**config.mk**
```make
export PLATFORM = sky130hd
export DESIGN_NAME = instr_fetch
export DESIGN_NICKNAME = d
export VERILOG_FILES = /design/src/rtl/instr_fetch.sv
export SDC_FILE = /design/constraint.sdc
export NUM_CORES = 1
export LEC_CHECK = 0
export BUFFER_PORTS_ARGS = -buffer_cell sky130_fd_sc_hd__buf_4
export CORE_MARGIN = 3
export CORE_UTILIZATION = 45
export DETAILED_ROUTE_END_ITERATION = 16
export PLACE_DENSITY_LB_ADDON = 0.05
export SYNTH_ARGS = -nofsm -noshare
export SYNTH_HDL_FRONTEND = slang
export SYNTH_SLANG_ARGS = --single-unit
```
**constraint.sdc**
```tcl
create_clock -name clk -period 2.61 [get_ports clk]
set_input_delay 0.522 -clock clk [delete_from_list [all_inputs] [get_ports clk]]
set_output_delay 0.522 -clock clk [all_outputs]
set_load 0.02 [all_outputs]
```
**src/rtl/instr_fetch.sv**
```systemverilog
// Instruction fetch stage: PC, fixed 1-cycle imem read, credit-controlled
// prefetch FIFO feeding decode, and jump redirect with full flush.
module instr_fetch #(
  parameter int unsigned WIDTH_INSTR = 16,
  parameter int unsigned WIDTH_JDATA = 24,
  parameter int unsigned DEPTH_FIFO  = 4
) (
  input  logic                   clk,
  input  logic                   rst_n,
  input  logic                   run,
  output logic                   imem_en,
  output logic [WIDTH_JDATA-1:0] imem_addr,
  input  logic [WIDTH_INSTR-1:0] imem_rdata,
  output logic [WIDTH_INSTR-1:0] instr,
  output logic                   valid,
  input  logic                   next_instr,
  input  logic                   jump,
  input  logic [WIDTH_JDATA-1:0] jdata
);

  localparam int unsigned PTR_W = (DEPTH_FIFO > 1) ? $clog2(DEPTH_FIFO) : 1;
  localparam int unsigned CNT_W = PTR_W + 1;
  localparam int unsigned SUM_W = CNT_W + 1;

  logic [WIDTH_JDATA-1:0] pc_q, pc_d;
  logic                   pending_q, pending_d;
  logic [CNT_W-1:0]       count_q, count_d;
  logic [PTR_W-1:0]       rd_ptr_q, rd_ptr_d;
  logic [PTR_W-1:0]       wr_ptr_q, wr_ptr_d;
  logic [WIDTH_INSTR-1:0] fifo_q [DEPTH_FIFO];
  logic [WIDTH_INSTR-1:0] fifo_d [DEPTH_FIFO];

  logic issue_c;
  logic credit_ok_c;
  logic push_c;
  logic pop_c;

  // Outstanding reads count against FIFO space so a return always has a slot.
  always_comb begin
    credit_ok_c = ({1'b0, count_q} + SUM_W'(pending_q)) < SUM_W'(DEPTH_FIFO);
    issue_c     = run & ~jump & credit_ok_c;
    push_c      = pending_q & ~jump;
    pop_c       = next_instr & valid & ~jump;
  end

  // Reset also masks the strobe so no read is requested while held in reset.
  assign imem_en   = rst_n & issue_c;
  assign imem_addr = pc_q;
  assign valid     = (count_q != '0);
  assign instr     = valid ? fifo_q[rd_ptr_q] : '0;

  always_comb begin
    pc_d      = pc_q;
    pending_d = pending_q;
    count_d   = count_q;
    rd_ptr_d  = rd_ptr_q;
    wr_ptr_d  = wr_ptr_q;
    fifo_d    = fifo_q;
    if (jump) begin
      pc_d      = jdata;
      pending_d = 1'b0;
      count_d   = '0;
      rd_ptr_d  = '0;
      wr_ptr_d  = '0;
    end else begin
      pending_d = issue_c;
      if (issue_c) begin
        pc_d = pc_q + WIDTH_JDATA'(1);
      end
      if (push_c) begin
        fifo_d[wr_ptr_q] = imem_rdata;
        wr_ptr_d         = wr_ptr_q + PTR_W'(1);
      end
      if (pop_c) begin
        rd_ptr_d = rd_ptr_q + PTR_W'(1);
      end
      count_d = count_q + CNT_W'(push_c) - CNT_W'(pop_c);
    end
  end

  always_ff @(posedge clk or negedge rst_n) begin
    if (!rst_n) begin
      pc_q      <= '0;
      pending_q <= 1'b0;
      count_q   <= '0;
      rd_ptr_q  <= '0;
      wr_ptr_q  <= '0;
      for (int i = 0; i < int'(DEPTH_FIFO); i++) begin
        fifo_q[i] <= '0;
      end
    end else begin
      pc_q      <= pc_d;
      pending_q <= pending_d;
      count_q   <= count_d;
      rd_ptr_q  <= rd_ptr_d;
      wr_ptr_q  <= wr_ptr_d;
      fifo_q    <= fifo_d;
    end
  end

endmodule
```
==> impl_results.md <==
* Outcome: finished, final reports clean
* Signed area change from the synthesized netlist to the final layout at 23.2%
* Unique masters post-synth at 36
* Die span in x at 108 um
* H-tree depth reported by CTS at 3
* Max capacitance violation total at 0
* Hold Path Sink: imem_addr[21]
* Number of cells on the worst reg-to-reg path at 10
* Initial core utilization at 47.2%
* Most common cell after layout, fill and taps aside: buf_4
* CTS tree: done
* Input/output buffers at 86
* Iteration count of the initial detailed-routing pass at 4
* Count of final max-slew check failures at 0
* Number of cells on the worst hold path at 3
* Aggregate negative setup slack at 0 ps
* Min-Delay Path Class: input port to register
* Placer congestion estimate at 0.742
* Number of synthesized register bits at 96
* I/O pin count at 87
* First-pass GRT wire length at 16400 um
* Routed vias/inst at 5.25
* Post-Route Skew at 8.48 ps
* CTS Root Cell: clkbuf_8
* Final cycle utilization of the critical path at 95.6%
* Crit path kind: register to output port
* Synthesized cell area at 0.00472 sq mm
* Cell count after synthesis at 376
* Ant diodes at 0
* Die Ht at 108 um
* Number of nets produced by synthesis at 430
* Clk slew on worst S/H paths at 90 ps
* Hold Vio Cnt, Final at 0
* Library cell appearing most often on the critical path: buf_4
* Remaining DRCs at 0
* FP Rows at 36
* DRT antenna net count at 0
* Arrival time of the worst setup path at 1970 ps
* Cell family with the largest share of critical-path delay: flip-flops
* WL final at 9960 um
* Final critical delay including setup and external delays at 2490 ps
* Launching point of the worst reg2reg path: count_q[1]
* Worst-skew pair later-pin latency at 350 ps
* Via Count at 3184
* Total instance count after detailed placement at 589
* Number of antenna violations at the first check in global routing at 0
* Net count reported at finish at 522
* Number of sinks handled by clock tree synthesis at 96
* Post-CTS setup buffer count at 0
* Slowest CP cell: dfrtp_1
* Sequential cell area fraction in the yosys report at 50.9%
* Synthesized area per cell at 12.6 sq um
* Peak clock frequency supported by timing at 401 MHz
* Final instance area at 0.00582 sq mm
* Total of fill cells in the finished design at 866
* Largest buffer count on any clock path at 2
* Initial DRC Count at 95
* Element type at the critical path end: output port
* Static leakage at 2.71 nW
* Critical path data required time at 2090 ps
* Launching element type of the critical path: register
* Proportion of layout cells with a drive suffix above 1 at 43.3%
* Largest net degree at the start of global routing at 50
* Tightest slew margin relative to the limit at 61.6%
* Pwr dens at 848 mW/mm^2
* Min-Delay Startpoint: jdata[21]
* TritonCTS Buffers at 9
* Buffering stage count on the worst path with inverters included at 2
* Top fanout value on the critical path at 6
* Post-Place Cell Area at 0.00555 sq mm
* Highest-count cells in the layout ignoring fill and taps: buf_4 (99), dfrtp_1 (95), mux2_2 (66)
* Slowest Stage Delay on Critical Path at 520 ps
* Worst slew pin tran at 576 ps
* Setup-failing EPs final at 0
* Remaining Overflow, GRT at 0
* Series of cell instances along the critical path: buf_4, mux4_2, and2_1, buf_4
* Flop-to-flop setup slack at 380 ps
* Number of warnings printed during yosys synthesis at 0
* DPL Wire Length at 7060 um
* Full die area at 0.0118 sq mm
* Area taken by multi-input logic gates at 0.00221 sq mm
* Setup repair after global routing missed its margin: no
* Worst voltage drop across the vdd grid at 0.342 mV
* GR Util All Layers at 17.9%
* Number of global-route vias before repair at 3305
* Placeable core area at 0.0100 sq mm
* Post-route non-filler standard cell count at 606
* Routed WL per cell at 16.4 um
* Reg2Reg Capture Point: count_q[2]
* Register cell area after layout at 0.00240 sq mm
==> worst max-delay path by stage <==
| stage | slack [ps] | depth (start not counted) | startpoint | endpoint |
|---|---|---|---|---|
| 2_1_floorplan | 340 | 10 | jump | count_q[2] |
| 3_3_place_gp | 430 | 10 | jump | count_q[2] |
| 3_5_place_dp | 370 | 10 | jump | count_q[2] |
| 4_1_cts | 70 | 7 | count_q[1] | imem_en |
| 5_1_grt | 7 | 7 | count_q[1] | imem_en |
| 6_report | 120 | 4 | rd_ptr_q[0] | instr[11] |
==> state kept, by name, indices dropped and copies added (netlist names) <==
name,cells
fifo_q,64
count_q,3
wr_ptr_q,2
pending_q,1
imem_addr,24
rd_ptr_q,2
==> layer usage <==
| metal | vias to the layer above | part of all wire (%) | GRT usage (%) |
|---|---|---|---|
| met4 | 0 | 1.0 | 5.32 |
| met3 | 8 | 5.3 | 4.78 |
| met2 | 78 | 47 | 28.9 |
| met1 | 1572 | 47 | 23.8 |
| li1 | 1526 | - | - |
| met5 | - | 0 | 0 |
==> per-stage QoR <==
stage	hold slack (ps)	total power [mW]	utilization [%]	setup WS [ps]
floorplan	226	3.14	-	344
global placement	400	3.75	55.5	432
detailed placement	403	3.79	55.5	374
CTS	346	5.00	58.1	67.2
global route	354	5.22	58.2	6.51
finish	368	4.93	58.2	116
==> layout make-up <==
type | instances | share of cell area [%]
Inverter | 8 | 0.516
Tap cell | 133 | 2.86
Clock inverter | 5 | 1.76
Timing Repair Buffer | 100 | 13.0
Multi-Input combinational cell | 253 | 38.0
Sequential cell | 96 | 41.3
Clock buffer | 11 | 2.60
==> cells in the mapped netlist <==
cell | instances | area (sq um)
nand4b_1 | 2 | 17.5
o211ai_2 | 1 | 12.5
nor4_4 | 1 | 21.3
fa_1 | 1 | 20.0
nand2_1 | 30 | 113
or3_1 | 3 | 18.8
ha_1 | 8 | 100
or4_1 | 1 | 7.51
clkbuf_1 | 10 | 37.5
nand3_2 | 2 | 20.0
mux2_2 | 66 | 743
inv_1 | 8 | 30.0
nor3_1 | 1 | 5.00
o21ai_0 | 20 | 100
nand3_1 | 13 | 65.1
nand4_2 | 1 | 12.5
a31oi_1 | 2 | 12.5
o311ai_0 | 1 | 8.76
buf_2 | 7 | 35.0
and3_1 | 4 | 25.0
a21oi_1 | 1 | 5.00
nor2b_1 | 2 | 12.5
o211ai_1 | 1 | 7.51
o31ai_1 | 1 | 7.51
nor3_4 | 1 | 16.3
mux2i_1 | 2 | 20.0
nor2_1 | 15 | 56.3
nand4_1 | 12 | 75.1
and2_1 | 20 | 125
xor2_1 | 18 | 158
buf_1 | 1 | 3.75
buf_4 | 1 | 7.51
a21o_1 | 1 | 7.51
mux4_2 | 16 | 360
dfrtp_1 | 96 | 2400
xnor2_1 | 6 | 52.6
==> power breakdown <==
part           leakage, nW  internal (mW)  total [mW]  switching (mW)
Clock                0.126          0.687        1.19           0.507
Sequential            1.22           1.81        2.03           0.218
Combinational         1.36          0.923        1.71           0.786
Total                 2.71           3.42        4.93            1.51
==> tightest hold or removal path, cell delays in order <==
cell and delay [ps]:
buf_4 80, nand2_1 40, o21ai_0 50
==> logic make-up after synthesis <==
group | Yosys count | synth area share (%)
XOR/XNOR | 24 | 4.45
AND/OR/NAND/NOR | 108 | 12.5
adder cells (fa/ha/maj) | 9 | 2.54
buffers and inverters | 27 | 2.41
AO/OA/AOI/OAI | 28 | 3.42
flip-flops | 96 | 50.9
multiplexers | 84 | 23.8
==> repair_timing <==
item,in CTS,in global routing
gates resized for setup,0,2
setup endpoints to repair,0,1
hold buffers,1,0
hold endpoints to repair,6,0
(Power assumes the default switching activity.)
